==> config.mk <==
export PLATFORM = sky130hd
export DESIGN_NAME = pipe_hazard_unit
export DESIGN_NICKNAME = d
export VERILOG_FILES = /design/src/rtl/pipe_pkg.sv /design/src/rtl/sat_counter.sv /design/src/rtl/pipe_hazard_unit.sv
export SDC_FILE = /design/constraint.sdc
export NUM_CORES = 1
export LEC_CHECK = 0
export BUFFER_PORTS_ARGS = -buffer_cell sky130_fd_sc_hd__buf_2
export CAP_MARGIN = 20
export CORE_MARGIN = 2
export CORE_UTILIZATION = 48
export CTS_CLUSTER_DIAMETER = 120
export DETAILED_ROUTE_END_ITERATION = 6
export GPL_ROUTABILITY_DRIVEN = 0
export GPL_TIMING_DRIVEN = 0
export PLACE_DENSITY = 0.74
export SYNTH_ARGS = -nofsm -noshare
export SYNTH_HDL_FRONTEND = slang
export SYNTH_SLANG_ARGS = --single-unit
==> constraint.sdc <==
create_clock -name clk -period 2.2 [get_ports clk]
set_clock_uncertainty 0.1 [all_clocks]
set_input_delay 0.11 -clock clk [delete_from_list [all_inputs] [get_ports clk]]
set_output_delay 0.11 -clock clk [all_outputs]
set_load 0.01 [all_outputs]
==> src/rtl/pipe_pkg.sv <==
// Shared types and helpers for the pipeline hazard/forwarding controller.
package pipe_pkg;

    // Widest register address the shadow entry can hold; narrower ports are zero-extended.
    localparam int unsigned MAX_REG_ADDR_W = 8;
    localparam int unsigned FWD_REGFILE    = 0;

    typedef struct packed {
        logic                      valid;
        logic [MAX_REG_ADDR_W-1:0] rd;
        logic                      wen;
        logic                      is_load;
    } shadow_entry_t;

    function automatic int unsigned sel_width(input int unsigned stages);
        return $clog2(stages + 1);
    endfunction

endpackage

==> src/rtl/sat_counter.sv <==
// Saturating up-counter: counts enabled cycles, holds at all-ones.
module sat_counter #(
    parameter int unsigned CNT_W = 16
) (
    input  logic             clk,
    input  logic             rst_n,
    input  logic             en,
    output logic [CNT_W-1:0] count
);

    always_ff @(posedge clk or negedge rst_n) begin
        if (!rst_n) begin
            count <= '0;
        end else if (en && (count != '1)) begin
            count <= count + 1'b1;
        end
    end

endmodule

==> src/rtl/pipe_hazard_unit.sv <==
// Hazard and forwarding controller: shadow pipeline of destination tags drives
// decode stall, execute bubble, front-end flush and per-operand forwarding selects.
module pipe_hazard_unit
    import pipe_pkg::*;
#(
    parameter int unsigned STAGES     = 3,
    parameter int unsigned REG_ADDR_W = 5,
    parameter int unsigned LOAD_READY = 2,
    parameter int unsigned FWD_EN     = 1,
    parameter int unsigned CNT_W      = 16
) (
    input  logic                           clk,
    input  logic                           rst,
    input  logic                           de_valid,
    input  logic [REG_ADDR_W-1:0]          de_rs1,
    input  logic [REG_ADDR_W-1:0]          de_rs2,
    input  logic                           de_rs1_used,
    input  logic                           de_rs2_used,
    input  logic [REG_ADDR_W-1:0]          de_rd,
    input  logic                           de_reg_wen,
    input  logic                           de_is_load,
    input  logic                           redirect,
    output logic                           stall_de,
    output logic                           bubble_exe,
    output logic                           flush,
    output logic [sel_width(STAGES)-1:0]   fwd_a_sel,
    output logic [sel_width(STAGES)-1:0]   fwd_b_sel,
    output logic [STAGES-1:0]              stage_valid,
    output logic [CNT_W-1:0]               stall_cnt,
    output logic [CNT_W-1:0]               flush_cnt
);

    localparam int unsigned SEL_W = sel_width(STAGES);

    shadow_entry_t     shadow [STAGES];
    logic [STAGES-1:0] match_a;
    logic [STAGES-1:0] match_b;
    logic [STAGES-1:0] load_vec;
    logic              haz_a;
    logic              haz_b;

    // Youngest (lowest index) match decides; returns {hazard, select}.
    function automatic logic [SEL_W:0] resolve(input logic [STAGES-1:0] m,
                                               input logic [STAGES-1:0] ld);
        logic             found;
        logic             hz;
        logic [SEL_W-1:0] sel;
        found = 1'b0;
        hz    = 1'b0;
        sel   = SEL_W'(FWD_REGFILE);
        for (int unsigned k = 0; k < STAGES; k++) begin
            if (!found && m[k]) begin
                found = 1'b1;
                if (FWD_EN == 0) begin
                    hz = 1'b1;
                end else if (ld[k] && (k < LOAD_READY)) begin
                    hz = 1'b1;
                end else begin
                    sel = SEL_W'(k + 1);
                end
            end
        end
        return {hz, sel};
    endfunction

    always_comb begin
        match_a  = '0;
        match_b  = '0;
        load_vec = '0;
        for (int unsigned k = 0; k < STAGES; k++) begin
            load_vec[k]    = shadow[k].is_load;
            stage_valid[k] = shadow[k].valid;
            match_a[k] = de_valid && de_rs1_used && shadow[k].valid && shadow[k].wen &&
                         (shadow[k].rd != '0) && (shadow[k].rd == MAX_REG_ADDR_W'(de_rs1));
            match_b[k] = de_valid && de_rs2_used && shadow[k].valid && shadow[k].wen &&
                         (shadow[k].rd != '0) && (shadow[k].rd == MAX_REG_ADDR_W'(de_rs2));
        end
    end

    assign {haz_a, fwd_a_sel} = resolve(match_a, load_vec);
    assign {haz_b, fwd_b_sel} = resolve(match_b, load_vec);

    // Shadow state is cleared under reset, so only the redirect-driven outputs need gating.
    always_comb begin
        stall_de   = (haz_a || haz_b) && !redirect;
        flush      = redirect && rst;
        bubble_exe = stall_de || flush;
    end

    always_ff @(posedge clk or negedge rst) begin
        if (!rst) begin
            for (int unsigned k = 0; k < STAGES; k++) begin
                shadow[k] <= '0;
            end
        end else begin
            if (de_valid && !bubble_exe) begin
                shadow[0] <= '{valid:   1'b1,
                               rd:      MAX_REG_ADDR_W'(de_rd),
                               wen:     de_reg_wen,
                               is_load: de_is_load};
            end else begin
                shadow[0] <= '0;
            end
            for (int unsigned k = 1; k < STAGES; k++) begin
                shadow[k] <= shadow[k-1];
            end
        end
    end

    sat_counter #(.CNT_W(CNT_W)) u_stall_cnt (
        .clk   (clk),
        .rst_n (rst),
        .en    (stall_de),
        .count (stall_cnt)
    );

    sat_counter #(.CNT_W(CNT_W)) u_flush_cnt (
        .clk   (clk),
        .rst_n (rst),
        .en    (flush),
        .count (flush_cnt)
    );

endmodule

==> summary.md, run 1 <==
| Metric | Value |
|---|---|
| Via count of the first global-routing pass | `approximately 2200` |
| WL/cell | `roughly 16 um` |
| Hold_ws | `between 150 and 200 ps` |
| Remaining Overflow, GRT | `0` |
| Violated checks | `negative setup slack` |
| Slowest CP cell | `or4_4` |
| Core Region | `around 5500 sq um` |
| Top FF cell, synth | `dfrtp_1` |
| Slew headroom | `about half` |
| Cts bufs inserted | `5` |
| DRC viols | `0` |
| CP Max Fanout | `4` |
| Yosys top cell by area | `dfrtp_1` |
| Initial Util | `50.1%` |
| Unrepaired setup endpoints after global routing | `true` |
| TritonCTS clock tree | `done` |
| Start-to-end type of the worst setup path | `reg2out` |
| Req. time, crit path | `around 2000 ps` |
| Static Leakage | `around 1.8 nW` |
| Fill count | `~430` |
| Area grow syn2layout | `37.8%` |
| Die ar. | `~6400 sq um` |
| Post-layout min period | `2580 ps` |
| Worst setup EP type | `output port` |
| Largest net degree at the start of global routing | `33` |
| Final WS setup | `-381 ps` |
| Latest clock arrival within the worst-skew pair | `310 ps` |
| Global-route wire length before repair | `~11000 um` |
| DR pass1 iterations | `4` |
| Clock transition at the registers of the reported paths | `100 ps` |
| Root Driver | `clkbuf_8` |
| Fin nets | `about 380` |
| Layout cells sized above 1 | `approximately two fifths` |
| Port Buffers | `63` |
| Worst-path cell chain | `or4_4 > nor2_4 > nor4_4 > o21ai_4 > nor2_2 > a311oi_4 > inv_1 > buf_2` |
| Post-route cell area | `3830 sq um` |
| Num ports | `between 60 and 70` |
| Post-DP HPWL | `~4400 um` |
| Status | `finished with violations` |
| Fmax | `between 300 and 400 MHz` |
| Post-synth top cells | `dfrtp_1 (55), xnor2_1 (39), nand2_1 (26)` |
| Syn. warnings | `0` |
| Post-route ant nets | `0` |
| Min-Delay Path Class | `in2async` |
| Clk sinks | `55` |
| Type of element launching the critical path | `flop` |
| Max Slew Vio Count | `0` |
| Cell with the most instances after synthesis | `dfrtp_1` |
| Synth Register Bits | `between 50 and 60` |
| Synth Instances | `between 200 and 250` |
| PwrDens | `615 nW/um^2` |
| Initial antenna violation count | `0` |
| Register area share after synthesis | `between 40% and 50%` |
| Vias per cell | `roughly 5.4` |
| Max-cap violation count | `0` |
| Die X | `approximately 80 um` |
| Post-synth ARST share | `100%` |
| FP Rows | `27` |
| Syn Area/Cell | `around 11 sq um` |
| Post-synthesis net count | `approximately 270` |
| DP Area | `between 3000 and 4000 sq um` |
| Number of diodes | `0` |
| Yosys cell types | `39` |
| CP max stage delay | `around 570 ps` |
| Initial DRC count | `70` |
| Setup Viol. Count Final | `30` |
| Total power | `roughly 0.0024 W` |
| Least-Margin Pin Slew | `between 700 and 800 ps` |
| Total Wirelength | `roughly 6800 um` |
| Number of synthesized flops with an enable pin | `0` |
| R2R cell count | `8` |
| Top cells by area, synth | `dfrtp_1 (50%), xnor2_1 (12%), xor2_1 (5.7%)` |
| GRT Total Usage | `a little over a fifth` |
| Clock buffer depth | `2` |
| Vias | `around 2300` |
| CP arrival | `roughly 2400 ps` |
| H-tree levels | `2` |
| Fin crit share | `117%` |
| Post-synthesis cell area | `about 2800 sq um` |
| Die height | `around 80 um` |
| VDD IR-drop max | `~600 uV` |
| Final Hold Fails | `0` |
| Synth top area share | `between 40% and 50%` |
-- routing by layer --
layer / global-route usage [%] / vias up / part of all wire, %
met5: 0 / - / 0
met4: 6.78 / 0 / 1.9
met3: 4.49 / 11 / 4.3
met2: 37.3 / 58 / 52
met1: 27.2 / 1144 / 42
li1: - / 1089 / -
-- sequential cells by signal (all words and copies together), names as in the netlist --
name	cells
shadow	18
u_stall_cnt.count	16
u_flush_cnt.count	16
stage_valid	3
load_vec	2
-- power breakdown --
part / switching, W / internal [W]
registers: 0.0000986 / 0.00108
clock network: 0.000336 / 0.000454
logic: 0.000188 / 0.000192
-- critical path: cells and delay by family (launching register included) --
family	cells	cell delay (ps)
buf+inv	2	200
compound gates	2	510
flops	1	440
simple gates	4	910
-- cells by family (layout without fill, tap and decap cells) --
family	after synthesis	in the layout	share of synthesized area, %
AND/OR/NAND/NOR	98	98	19.1
XOR/XNOR	57	57	18.0
flip-flops	55	55	49.5
AO/OA/AOI/OAI	22	22	8.96
buffers and inverters	9	113	1.62
multiplexers	5	5	1.94
adder cells (fa/ha/maj)	2	2	0.901
-- final timing paths --
kind	slack, ps	endpoint	from
min in group clk	190	stage_valid[0]$_DFF_PN0_	de_valid
setup reg to reg	-330	u_stall_cnt.count[13]$_DFFE_PN0P_	shadow[25]$_DFF_PN0_
max in group asynchronous	950	u_stall_cnt.count[12]$_DFFE_PN0P_	rst
hold reg to reg	290	shadow[1]$_DFF_PN0_	shadow[12]$_DFF_PN0_
hold / removal	170	u_flush_cnt.count[5]$_DFFE_PN0P_	rst
setup / recovery	-380	bubble_exe	shadow[25]$_DFF_PN0_
-- through the flow --
step                      worst slack, ps  setup TNS [ps]  cells  utilization [%]
final                                -381           -8130    424             69.1
after global routing                 -504          -11040    424             69.1
after CTS                            -395           -7150    414             65.4
after detailed placement             -472           -8330    384             58.0
after global placement               -526          -12470    383             57.6
after floorplan                      -127            -770    248                -
-- cells in the final DEF, fill, tap and decap left out, drive strengths merged, types with 3 or more instances in the layout --
| cell type | netlist | routed |
|---|---|---|
| a211oi | 3 | 3 |
| a31oi | 3 | 3 |
| and3 | 11 | 11 |
| buf | 3 | 90 |
| clkbuf | 2 | 7 |
| dfrtp | 55 | 55 |
| dlygate4sd3 | 0 | 9 |
| inv | 4 | 4 |
| mux2 | 3 | 3 |
| nand2 | 27 | 27 |
| nand3 | 8 | 8 |
| nand4 | 17 | 17 |
| nor2 | 12 | 12 |
| nor3 | 6 | 6 |
| nor4 | 6 | 6 |
| o211ai | 3 | 3 |
| o21ai | 3 | 3 |
| or4 | 6 | 6 |
| xnor2 | 39 | 39 |
| xor2 | 18 | 18 |
-- area by class of cell --
type	instances	area [sq um]	area share [%]
multi-input combinational	184	1530	40.0
sequential	55	1380	36.0
timing repair buffer	96	646	16.9
tap	72	90.1	2.35
clock buffer	5	68.8	1.80
clock inverter	3	67.6	1.77
buffer	5	30.0	0.785
inverter	4	15.0	0.392
-- what timing repair did --
action / 4_1_cts / 5_1_grt
pin swaps: 15 / 18
resized for setup: 14 / 20
setup endpoints to repair: 30 / 38
hold buffers: 9 / 0
endpoints found under the hold margin: 31 / 0
gates cloned: 0 / 0
buffers inserted: 13 / 10
No activity file was read; power rests on OpenSTA's default activity.
==> run 2, diff against run 1 <==
Settings changed: CORE_UTILIZATION 48 to 50, CTS_BUF_LIST set to sky130_fd_sc_hd__clkbuf_4, PLACE_DENSITY 0.74 to 0.77.
==> run 2 against run 1 <==
The run still ends with negative setup slack left. Register-to-register slack worse by 140 ps. Via count is 0.52% higher. Clock-buffer cell count stayed put. Non-clock buffer count stayed put. Global-route usage is 1.3 points higher. Sequential share of layout area is 0.24 points higher. Sequential cell count stayed put. Fmax is 3.3% lower. Die area is 3.8% lower. Critical path depth stayed put. Critical endpoint is now u_stall_cnt.count[12]$_DFFE_PN0P_. Largest power group unchanged.
==> summary.md, run 2 (synthesis results as in run 1) <==
| Metric | Value |
|---|---|
| Die ar. | `6170 sq um (-3.8%)` |
| CP most frequent cell | `or4_4` |
| Fmax | `375 MHz (-3.3%)` |
| Setup TNS | `-9070 ps (-947 ps)` |
| Least-Margin Pin Slew | `1120 ps (+350 ps)` |
| Via count of the first global-routing pass | `2305 (+3.9%)` |
| Final Hold Fails | `0 (unchanged)` |
| Slowest CP cell | `or4_4` |
| Fill count | `398 (-7.0%)` |
| Fin cells | `424 (unchanged)` |
| Port Buffers | `63 (unchanged)` |
| Start-to-end type of the worst setup path | `reg2reg` |
| Largest net degree at the start of global routing | `34 (+3.0%)` |
| Cts bufs inserted | `5 (unchanged)` |
| Violated checks | `negative setup slack` |
| Remaining Overflow, GRT | `0 (unchanged)` |
| Status | `finished with violations` |
| Layout cells sized above 1 | `39.5% (+1.1 points)` |
| FP Rows | `27 (unchanged)` |
| Fin nets | `376 (unchanged)` |
| Placed Cells incl. Taps | `384 (unchanged)` |
| GRT Total Usage | `22.9% (+1.3 points)` |
| Post-route cell area | `3800 sq um (-0.65%)` |
| Biggest register | `shadow` |
| Num ports | `65 (unchanged)` |
| Min-Delay Path Class | `in2async` |
| TritonCTS clock tree | `done` |
| Largest regs | `shadow: 18 flops, u_flush_cnt.count: 16 flops, u_stall_cnt.count: 16 flops` |
| Total Wirelength | `6860 um (+0.35%)` |
| PwrDens | `533 nW/um^2 (-13%)` |
| Latest clock arrival within the worst-skew pair | `380 ps (+70 ps)` |
| R2R cell count | `8 (unchanged)` |
| Clk sinks | `55 (unchanged)` |
| Worst setup EP type | `flop` |
| Final WS setup | `-469 ps (-88.3 ps)` |
| Slew headroom | `24.5% (-24 points)` |
| Type of element launching the critical path | `flop` |
| Area grow syn2layout | `36.9%` |
| Fin crit share | `121% (+4.0 points)` |
| Post-DP HPWL | `4280 um (-3.6%)` |
| Most common cell after layout, fill and taps aside | `buf_2` |
| Vias | `2314 (+0.52%)` |
| CP Max Fanout | `5 (+1)` |
| Initial DRC count | `137 (+96%)` |
| Core Region | `5440 sq um (-1.8%)` |
| Root Driver | `clkbuf_4` |
| CP arrival | `2860 ps (+490 ps)` |
| Unrepaired setup endpoints after global routing | `true` |
| Commonest cells after routing, fill and taps aside | `buf_2 (63), dfrtp_1 (54), xnor2_1 (36)` |
| Clock transition at the registers of the reported paths | `160 ps (+60 ps)` |
| Total power | `0.00203 W (-14%)` |
| Worst-path cell chain | `or4_4 > o211ai_4 > or4_4 > o2bb2ai_4 > nand2_4 > buf_6 > a211oi_4 > mux2_4` |
| Die X | `78.5 um (-1.9%)` |
| Post-layout min period | `2670 ps (+88.3 ps)` |
| Number of diodes | `0 (unchanged)` |
| Global-route wire length before repair | `11100 um (+5.1%)` |
| WL/cell | `16.2 um (+0.35%)` |
| DR pass1 iterations | `4 (unchanged)` |
| Initial antenna violation count | `0 (unchanged)` |
| Clock buffer depth | `2 (unchanged)` |
| Vias per cell | `5.46 (+0.52%)` |
| Hold_ws | `80.7 ps (-87.9 ps)` |
| DRC viols | `0 (unchanged)` |
| Initial Util | `51.1% (+0.93 points)` |
| Static Leakage | `1.78 nW (-2.1%)` |
| Setup Viol. Count Final | `30 (unchanged)` |
| CP max stage delay | `590 ps (+20 ps)` |
| Max Slew Vio Count | `0 (unchanged)` |
| Req. time, crit path | `2390 ps (+400 ps)` |
| H-tree levels | `2 (unchanged)` |
| Max reg flops | `18 (unchanged)` |
| Die height | `78.5 um (-1.9%)` |
| Max-cap violation count | `0 (unchanged)` |
| VDD IR-drop max | `579 uV (-3.1%)` |
| DP Area | `3210 sq um (unchanged)` |
| Post-route ant nets | `0 (unchanged)` |
-- run 2: timing repair --
| item | 4_1_cts | 5_1_grt |
|---|---|---|
| pin swaps | 15 | 11 |
| hold buffers | 9 | 0 |
| endpoints found under the setup margin | 30 | 35 |
| resized for setup | 29 | 20 |
| hold endpoints to repair | 30 | 0 |
| buffers inserted | 21 | 3 |
-- run 2: worst paths after layout --
kind                                 startpoint                                end  slack, ps
max                        shadow[25]$_DFF_PN0_  u_stall_cnt.count[12]$_DFFE_PN0P_       -470
min                                         rst   u_flush_cnt.count[5]$_DFFE_PN0P_         80
max reg2reg                shadow[25]$_DFF_PN0_  u_stall_cnt.count[12]$_DFFE_PN0P_       -470
min reg2reg                shadow[12]$_DFF_PN0_                shadow[1]$_DFF_PN0_        300
max in group asynchronous                   rst   u_stall_cnt.count[0]$_DFFE_PN0P_       1060
min in group clk                       de_valid           stage_valid[0]$_DFF_PN0_        140
-- run 2: worst max-delay path: cells and delay by family, from the launching register on --
family                 cells  cell delay (ps)
muxes                      1              320
and+or+nand+nor            3              910
buffers and inverters      1              150
AOI/OAI and AO/OA          3              640
DFF                        1              440
-- run 2: power breakdown --
part | switching, W | leakage [nW] | internal (W)
logic | 0.000197 | 1.02 | 0.000195
clock network | 0.000324 | 0.0272 | 0.000123
registers | 0.000102 | 0.731 | 0.00108
total | 0.000623 | 1.78 | 0.00140
-- run 2: metrics by stage --
step | util, % | worst slack [ps]
after global routing | 69.9 | -561
after CTS | 67.4 | -449
after global placement | 58.7 | -513
final | 69.9 | -469
after floorplan | - | -127
after detailed placement | 59.1 | -429
-- run 2: area by class of cell --
cell class                      instances  area [sq um]  share of cell area [%]
Tap cell                               72          90.1                    2.37
Timing Repair Buffer                   96           652                    17.1
Multi-Input combinational cell        184          1580                    41.6
Buffer                                  5          30.0                   0.790
Clock inverter                          3          20.0                   0.526
Inverter                                4          15.0                   0.395
Clock buffer                            5          37.5                   0.987
Sequential cell                        55          1380                    36.2
-- run 2: metal layers --
metal	GRT usage (%)	vias to the layer above	part of all wire [%]
met5	0	-	0
li1	-	1087	-
met4	8.25	0	2.2
met2	38.4	64	50
met1	29.4	1149	43
met3	4.71	14	5.1
